[config.mk]
export PLATFORM = sky130hd
export DESIGN_NAME = tof_frame_streamer_flat
export DESIGN_NICKNAME = d
export VERILOG_FILES = /design/src/rtl/tof_frame_streamer_pkg.sv /design/src/rtl/tof_frame_streamer_if.sv /design/src/rtl/tof_frame_streamer_skid.sv /design/src/rtl/tof_frame_streamer.sv /design/src/flat_wrapper.sv
export SDC_FILE = /design/constraint.sdc
export NUM_CORES = 1
export LEC_CHECK = 0
export BUFFER_PORTS_ARGS = -buffer_cell sky130_fd_sc_hd__buf_2
export CORE_MARGIN = 4
export CORE_UTILIZATION = 58
export DETAILED_ROUTE_END_ITERATION = 6
export GPL_TIMING_DRIVEN = 0
export PLACE_DENSITY = 0.87
export SETUP_SLACK_MARGIN = 0.3
export SKIP_LAST_GASP = 1
export SLEW_MARGIN = 20
export SYNTH_ARGS = -nofsm -noshare
export SYNTH_HDL_FRONTEND = slang
export SYNTH_SLANG_ARGS = --single-unit
[constraint.sdc]
create_clock -name clk -period 3.1 [get_ports clk]
set_clock_uncertainty 0.2 [all_clocks]
set_input_delay 0.465 -clock clk [delete_from_list [all_inputs] [get_ports clk]]
set_output_delay 0.465 -clock clk [all_outputs]
set_load 0.01 [all_outputs]
[src/rtl/tof_frame_streamer_pkg.sv]
// Shared types and constants for the ToF frame streamer: FSM states, header
// layout and default frame geometry.
package tof_stream_pkg;

    typedef enum logic [1:0] {
        IDLE = 2'd0,
        HDR  = 2'd1,
        RD   = 2'd2,
        TRL  = 2'd3
    } tof_state_e;

    localparam int N_ZONES_DEF  = 512;
    localparam int DIST_W_DEF   = 16;
    localparam int ADDR_W_DEF   = 9;
    localparam logic [7:0] SYNC_DEF = 8'hA5;

    localparam int HDR_SYNC_LSB  = 24;
    localparam int HDR_OVR_BIT   = 23;
    localparam int HDR_FRESH_BIT = 22;
    localparam int HDR_CNT_W     = 16;

    localparam int FRAME_WORDS = 2 + N_ZONES_DEF / 2;
    // Skid entry: {last, user, data[31:0]}
    localparam int SKID_W = 34;

    function automatic logic [31:0] make_header(input logic [7:0] sync,
                                                input logic ovr,
                                                input logic fresh,
                                                input logic [HDR_CNT_W-1:0] cnt);
        return {sync, ovr, fresh, 6'b0, cnt};
    endfunction

endpackage

[src/rtl/tof_frame_streamer_if.sv]
// AXI4-Stream style output bundle of the frame streamer.
// A word transfers on a clock edge where tvalid and tready are both 1; once
// tvalid rises, tdata/tlast/tuser hold and tvalid stays high until that edge.
interface tof_frame_streamer_if;
    logic [31:0] tdata;
    logic        tvalid;
    logic        tready;
    logic        tlast;
    logic        tuser;

    modport master (output tdata, output tvalid, output tlast, output tuser,
                    input tready);
    modport slave  (input tdata, input tvalid, input tlast, input tuser,
                    output tready);
endinterface

[src/rtl/tof_frame_streamer_skid.sv]
// Two-entry FIFO that absorbs payload words still returning from the BRAM
// while the stream sink is stalled.
module tof_stream_skid
    import tof_stream_pkg::*;
#(
    parameter int W = SKID_W
) (
    input  logic         clk,
    input  logic         rst_n,
    input  logic         in_valid,
    output logic         in_ready,
    input  logic [W-1:0] in_data,
    output logic         out_valid,
    input  logic         out_ready,
    output logic [W-1:0] out_data,
    output logic [1:0]   count
);
    logic [W-1:0] mem [2];
    logic         wr_ptr;
    logic         rd_ptr;
    logic         wr_en;
    logic         rd_en;

    assign in_ready  = (count != 2'd2);
    assign out_valid = (count != 2'd0);
    assign out_data  = mem[rd_ptr];
    assign wr_en     = in_valid && in_ready;
    assign rd_en     = out_valid && out_ready;

    always_ff @(posedge clk or negedge rst_n) begin
        if (!rst_n) begin
            mem[0] <= '0;
            mem[1] <= '0;
            wr_ptr <= 1'b0;
            rd_ptr <= 1'b0;
            count  <= 2'd0;
        end else begin
            if (wr_en) begin
                mem[wr_ptr] <= in_data;
                wr_ptr      <= ~wr_ptr;
            end
            if (rd_en) begin
                rd_ptr <= ~rd_ptr;
            end
            count <= count + {1'b0, wr_en} - {1'b0, rd_en};
        end
    end
endmodule

[src/rtl/tof_frame_streamer.sv]
// Streams one ToF distance frame out of BRAM as header, packed distance pairs
// and a plane-fit trailer on an AXI4-Stream style port.
module tof_frame_streamer
    import tof_stream_pkg::*;
#(
    parameter int         N_ZONES = N_ZONES_DEF,
    parameter int         DIST_W  = DIST_W_DEF,
    parameter int         ADDR_W  = ADDR_W_DEF,
    parameter logic [7:0] SYNC    = SYNC_DEF
) (
    input  logic                 clk,
    input  logic                 rst_n,
    input  logic                 frame_rdy,
    input  logic                 plane_vld,
    input  logic [31:0]          plane_data,
    output logic [ADDR_W-1:0]    bram_addr,
    input  logic [DIST_W-1:0]    bram_dout,
    tof_frame_streamer_if.master m_axis,
    output logic                 busy,
    output logic [15:0]          drop_cnt,
    output tof_state_e           dbg_state
);
    localparam int CNT_W = ADDR_W + 1;

    tof_state_e state_q, state_d;

    logic [CNT_W-1:0]  addr_cnt;
    logic              rd_vld, rd_odd;
    logic [DIST_W-1:0] even_q;
    logic [31:0]       out_q, plane_q;
    logic              plane_fresh, overrun, drop_seen, rst_seen;
    logic [15:0]       frame_cnt;

    logic              hdr_load, trl_load, trl_done, issue;
    logic              push, pop, room, issue_done, drain_done, drop_evt;
    logic              skid_in_rdy, skid_vld;
    logic [SKID_W-1:0] skid_din, skid_dout;
    logic [1:0]        skid_cnt;

    assign push       = rd_vld && rd_odd;
    assign pop        = (state_q == RD) && skid_vld && m_axis.tready;
    // A pair completing this cycle is not yet in skid_cnt, so count it as occupied.
    assign room       = skid_in_rdy && !(skid_cnt == 2'd1 && push);
    assign issue_done = (addr_cnt == CNT_W'(N_ZONES));
    assign drain_done = issue_done && !rd_vld &&
                        (skid_cnt == 2'd0 || (skid_cnt == 2'd1 && pop));
    assign drop_evt   = frame_rdy && (state_q != IDLE);
    assign skid_din   = {2'b00, bram_dout, even_q};

    always_ff @(posedge clk or negedge rst_n) begin
        if (!rst_n) state_q <= IDLE;
        else        state_q <= state_d;
    end

    always_comb begin
        state_d  = state_q;
        hdr_load = 1'b0;
        trl_load = 1'b0;
        trl_done = 1'b0;
        issue    = 1'b0;
        case (state_q)
            IDLE: if (frame_rdy && rst_seen) begin
                state_d  = HDR;
                hdr_load = 1'b1;
            end
            HDR: if (m_axis.tready) state_d = RD;
            RD: begin
                issue = !issue_done && room;
                if (drain_done) begin
                    state_d  = TRL;
                    trl_load = 1'b1;
                end
            end
            TRL: if (m_axis.tready) begin
                state_d  = IDLE;
                trl_done = 1'b1;
            end
            default: state_d = IDLE;
        endcase
    end

    always_ff @(posedge clk or negedge rst_n) begin
        if (!rst_n) begin
            rst_seen    <= 1'b0;
            addr_cnt    <= '0;
            rd_vld      <= 1'b0;
            rd_odd      <= 1'b0;
            even_q      <= '0;
            out_q       <= '0;
            plane_q     <= '0;
            plane_fresh <= 1'b0;
            frame_cnt   <= '0;
            drop_cnt    <= '0;
            drop_seen   <= 1'b0;
            overrun     <= 1'b0;
        end else begin
            rst_seen <= 1'b1;
            if (hdr_load)   addr_cnt <= '0;
            else if (issue) addr_cnt <= addr_cnt + 1'b1;
            rd_vld <= issue;
            if (issue) rd_odd <= addr_cnt[0];
            if (rd_vld && !rd_odd) even_q <= bram_dout;

            // Header and trailer are frozen here so they cannot change while stalled.
            if (hdr_load)
                out_q <= make_header(SYNC, overrun, plane_fresh, frame_cnt);
            else if (trl_load)
                out_q <= plane_q;

            if (plane_vld) begin
                plane_q     <= plane_data;
                plane_fresh <= 1'b1;
            end else if (trl_done) begin
                plane_fresh <= 1'b0;
            end

            if (trl_done) frame_cnt <= frame_cnt + 16'd1;
            if (drop_evt && drop_cnt != 16'hFFFF) drop_cnt <= drop_cnt + 16'd1;

            // Trailer clears only overruns already reported; drops during this frame persist.
            if (hdr_load)      drop_seen <= 1'b0;
            else if (drop_evt) drop_seen <= 1'b1;
            if (trl_done)      overrun <= drop_seen || drop_evt;
            else if (drop_evt) overrun <= 1'b1;
        end
    end

    tof_stream_skid #(.W(SKID_W)) u_skid (
        .clk       (clk),
        .rst_n     (rst_n),
        .in_valid  (push),
        .in_ready  (skid_in_rdy),
        .in_data   (skid_din),
        .out_valid (skid_vld),
        .out_ready ((state_q == RD) && m_axis.tready),
        .out_data  (skid_dout),
        .count     (skid_cnt)
    );

    assign m_axis.tvalid = (state_q == HDR) || (state_q == TRL) ||
                           ((state_q == RD) && skid_vld);
    assign m_axis.tdata  = (state_q == RD) ? skid_dout[31:0] : out_q;
    assign m_axis.tlast  = (state_q == TRL) || ((state_q == RD) && skid_dout[33]);
    assign m_axis.tuser  = (state_q == HDR) || ((state_q == RD) && skid_dout[32]);

    assign bram_addr = addr_cnt[ADDR_W-1:0];
    assign busy      = (state_q != IDLE);
    assign dbg_state = state_q;
endmodule
[src/flat_wrapper.sv]
// flat-port wrapper written by rule: the top's interface ports become plain ports
module tof_frame_streamer_flat import tof_stream_pkg::*;
#(
    parameter int         N_ZONES = N_ZONES_DEF,
    parameter int         DIST_W  = DIST_W_DEF,
    parameter int         ADDR_W  = ADDR_W_DEF,
    parameter logic [7:0] SYNC    = SYNC_DEF
)
  (clk, rst_n, frame_rdy, plane_vld, plane_data, bram_addr, bram_dout, busy, drop_cnt, dbg_state, m_axis_tdata, m_axis_tvalid, m_axis_tlast, m_axis_tuser, m_axis_tready);
  tof_frame_streamer_if m_axis_i ();
  input  logic clk;
  input  logic rst_n;
  input  logic frame_rdy;
  input  logic plane_vld;
  input  logic [31:0] plane_data;
  output logic [ADDR_W-1:0] bram_addr;
  input  logic [DIST_W-1:0] bram_dout;
  output logic busy;
  output logic [15:0] drop_cnt;
  output tof_state_e dbg_state;
  output wire logic [$bits(m_axis_i.tdata)-1:0] m_axis_tdata;
  output wire logic [$bits(m_axis_i.tvalid)-1:0] m_axis_tvalid;
  output wire logic [$bits(m_axis_i.tlast)-1:0] m_axis_tlast;
  output wire logic [$bits(m_axis_i.tuser)-1:0] m_axis_tuser;
  input wire logic [$bits(m_axis_i.tready)-1:0] m_axis_tready;
  assign m_axis_tdata = m_axis_i.tdata;
  assign m_axis_tvalid = m_axis_i.tvalid;
  assign m_axis_tlast = m_axis_i.tlast;
  assign m_axis_tuser = m_axis_i.tuser;
  assign m_axis_i.tready = m_axis_tready;
  tof_frame_streamer #(.N_ZONES(N_ZONES), .DIST_W(DIST_W), .ADDR_W(ADDR_W), .SYNC(SYNC)) u_core (.clk(clk), .rst_n(rst_n), .frame_rdy(frame_rdy), .plane_vld(plane_vld), .plane_data(plane_data), .bram_addr(bram_addr), .bram_dout(bram_dout), .m_axis(m_axis_i), .busy(busy), .drop_cnt(drop_cnt), .dbg_state(dbg_state));
endmodule
==> results.py <==
metrics = {
    "outcome": {
        "status": "complete, no violations",
    },
    "grt": {
        "grt_use_total_pct": 23.3,
        "gr-total-overflow": 0,
        "grt_pass1_vias": 6197,
        "grt_start_max_net_pins": 72,
        "antenna_found_initial": 0,
        "grt_pass1_wl_microns": 32300,
    },
    "cells_and_area": {
        "layout.cells.non_filler": 1041,
        "drive_gt1_share_pct": 37.5,
        "antenna_cells": 0,
        "nNetsFinal": 904,
        "area_growth_pct": 17.3,
    },
    "logic_synthesis": {
        "syn_nets": 767,
        "synth_simple_gate_area_share_pct": 8.40,
        "yosys_warnings": 0,
        "ys_seq_elements": 198,
        "synth_edf_count": 0,
        "ys.flop_type": "dfrtp_1",
        "yosys.area_share.adder_pct": 1.54,
        "synth_top_family_by_area": "multiplexers",
        "ys_seq_area_share_pct": 55.3,
        "synth.distinct_cells": 52,
        "yosys.area_share.xor_xnor_pct": 2.93,
        "syn_avg_cell_area_sq_um": 12.7,
        "synth_compound_area_share_pct": 6.12,
        "netlist_instances": 703,
        "async_reset_ff_share_pct": 100,
        "synth_mux_area_share_pct": 22.6,
        "synth_area_sq_um": 8950,
    },
    "run": {
        "maxCapViolations": 0,
    },
    "cts": {
        "cts-htree-levels": 4,
        "clock_latency_ps": 440,
        "clk_path_buf_depth": 2,
        "clock_sinks": 198,
        "numCtsBuffers": 17,
        "cts_tree": "built",
        "clkTransAtPathRegs_ps": 80,
        "root_buffer": "clkbuf_16",
    },
    "floorplan": {
        "ioPinCount": 116,
        "initial_core_util_pct": 59.1,
        "fp.dieW_microns": 132,
        "coreArea_sq_um": 15100,
        "die_area_sq_um": 17500,
        "rows": 45,
        "die_h_microns": 132,
    },
    "detailed_routing": {
        "drt_iter0_drc": 365,
        "drc": 0,
        "drtAntennaViolNets": 0,
        "routed_wl_microns": 20000,
        "route.vias.total": 6056,
        "vias_per_cell": 5.82,
        "drt-wirelength-per-cell_microns": 19.2,
        "drtPass1Iterations": 7,
    },
    "sta": {
        "timing.fmax_ghz": 0.359,
        "slew_headroom_pct": 56.0,
        "maxSlewViolCount": 0,
        "setup_viol": 0,
        "timing.final.hold_violations": 0,
        "rsz0062_at_grt": "true",
        "post-route-min-period_ps": 2790,
        "worst_pin_slew_ps": 660,
        "min_period_over_period_pct": 89.9,
        "whs_ps": 50.5,
    },
    "worst_setup_path": {
        "slowest_delay_ps": 380,
        "crit_path_end_kind": "primary output",
        "worst_path_max_delay_cell": "dfrtp_1",
        "path_common_cell": "clkbuf_8",
        "required_ps": 2430,
        "startpoint_type": "flop",
        "regToRegSetupSlack_ps": 410,
        "worst-path-max-fanout": 10,
        "path_cells": "inv_1, ha_4, clkbuf_8, clkbuf_8, buf_4, a21oi_1, buf_2",
        "crit_arrival_ps": 2120,
        "criticalPathCategory": "reg2out",
    },
    "worst_hold_path": {
        "hp-class": "in2reg",
    },
    "place": {
        "portBuffers": 114,
        "gp_congestion": 0.843,
        "dp.final_hpwl_microns": 14100,
        "dp_cells": 1007,
    },
    "power_and_ir_drop": {
        "ir_drop_v": 0.000545,
        "p_per_area_nw_per_um2": 953,
        "power.leakage_uw": 0.00490,
    },
}
[state kept, by name (all words and copies together) (netlist names)]
register              flops
u_core.addr_cnt          10
u_core.frame_cnt         16
u_core.rst_seen           1
u_core.u_skid.mem        64
u_core.u_skid.wr_ptr      1
u_core.overrun            1
u_core.dbg_state          2
u_core.plane_q           32
u_core.drop_seen          1
u_core.out_q             32
u_core.drop_cnt          16
u_core.plane_fresh        1
u_core.rd_vld             1
u_core.rd_odd             1
u_core.u_skid.count       2
u_core.u_skid.rd_ptr      1
u_core.even_q            16
[through the flow]
| step | setup slack (ps) | area [sq um] | total power (uW) | util [%] | setup TNS (ps) |
|---|---|---|---|---|---|
| 2_1_floorplan | 648 | 8950 | 6390 | - | 0 |
| 3_3_place_gp | -1820 | 9760 | 7480 | 64.4 | -359520 |
| 3_5_place_dp | -234 | 9830 | 7660 | 64.9 | -3400 |
| 4_1_cts | 318 | 10500 | 10000 | 69.3 | 0 |
| 5_1_grt | 300 | 10500 | 10600 | 69.4 | 0 |
| 6_report | 313 | 10500 | 10000 | 69.4 | 0 |
[report_power, final]
part	switching (uW)	leakage [uW]	internal, uW
sequential	648	0.00243	3480
clock	1040	0.000287	1150
combinational	1890	0.00218	1800
[cells in the final DEF, fill, tap and decap left out, types with 9 or more instances in the layout]
master,n
xnor2_1,17
nor2_1,47
mux2i_1,33
ha_1,10
o21ai_0,10
a22o_1,10
buf_2,118
mux2_1,21
inv_1,10
mux2_2,129
dfrtp_1,198
clkbuf_16,17
nand2_1,21
clkbuf_1,12
nand4_1,15
and4_1,9
xor2_1,13
buf_4,19
a21oi_1,40
nand3_1,17
[worst paths after layout]
path / start / endpoint / cells after the start
min in group asynchronous: rst_n / u_core.plane_q[4] / 2
max in group asynchronous: rst_n / u_core.u_skid.mem[64] / 4
worst min-delay path: plane_data[20] / u_core.plane_q[20] / 2
worst min register to register: u_core.plane_fresh / u_core.plane_fresh / 1
worst max-delay path: u_core.dbg_state[0] / m_axis_tdata[11] / 7
worst max register to register: u_core.dbg_state[1] / u_core.out_q[2] / 6
[what timing repair did]
item,in CTS,in global routing
setup buffers,1,0
hold buffers,1,0
gates resized for setup,22,6
hold endpoints to repair,65,0
endpoints found under the setup margin,33,18
[per-layer routing]
metal	GRT usage, %	part of all wire [%]	vias up
met4	6.41	1.5	0
met2	38.1	50	158
met1	31.9	44	3073
met5	0	0	-
met3	5.15	4.3	24
li1	-	-	2801
[critical path: cells and delay by family (launching register included)]
family                   cells  cell delay [ps]
buffers and inverters        5              840
flip-flops                   1              380
AO/OA/AOI/OAI                1              250
adder cells (fa/ha/maj)      1              210
[logic make-up (layout without fill, tap and decap cells)]
| kind of cell | count (synthesis) | count (layout) |
|---|---|---|
| other | 1 | 1 |
| AND/OR/NAND/NOR | 142 | 142 |
| XOR/XNOR | 30 | 30 |
| flip-flops | 198 | 198 |
| AO/OA/AOI/OAI | 84 | 84 |
| buffers and inverters | 54 | 204 |
| multiplexers | 183 | 183 |
| adder cells (fa/ha/maj) | 11 | 11 |
[cells in the mapped netlist (11+ instances only)]
cell,n,area [sq um]
dfrtp_1,198,4950
mux2_2,129,1450
nor2_1,47,176
a21oi_1,42,210
mux2i_1,33,330
mux2_1,21,236
nand2_1,21,78.8
nand3_1,17,85.1
xnor2_1,17,149
clkbuf_1,16,60.1
nand4_1,15,93.8
buf_4,13,97.6
xor2_1,13,114
ha_1,11,138
[layout make-up]
cell class,count,area (sq um)
fill,1060,4640
sequential,198,4950
clock inverter,15,161
multi-input combinational,451,3740
buffer,44,297
tap,188,235
inverter,10,37.5
timing repair buffer,118,653
clock buffer,17,425
(Power assumes the default switching activity.)
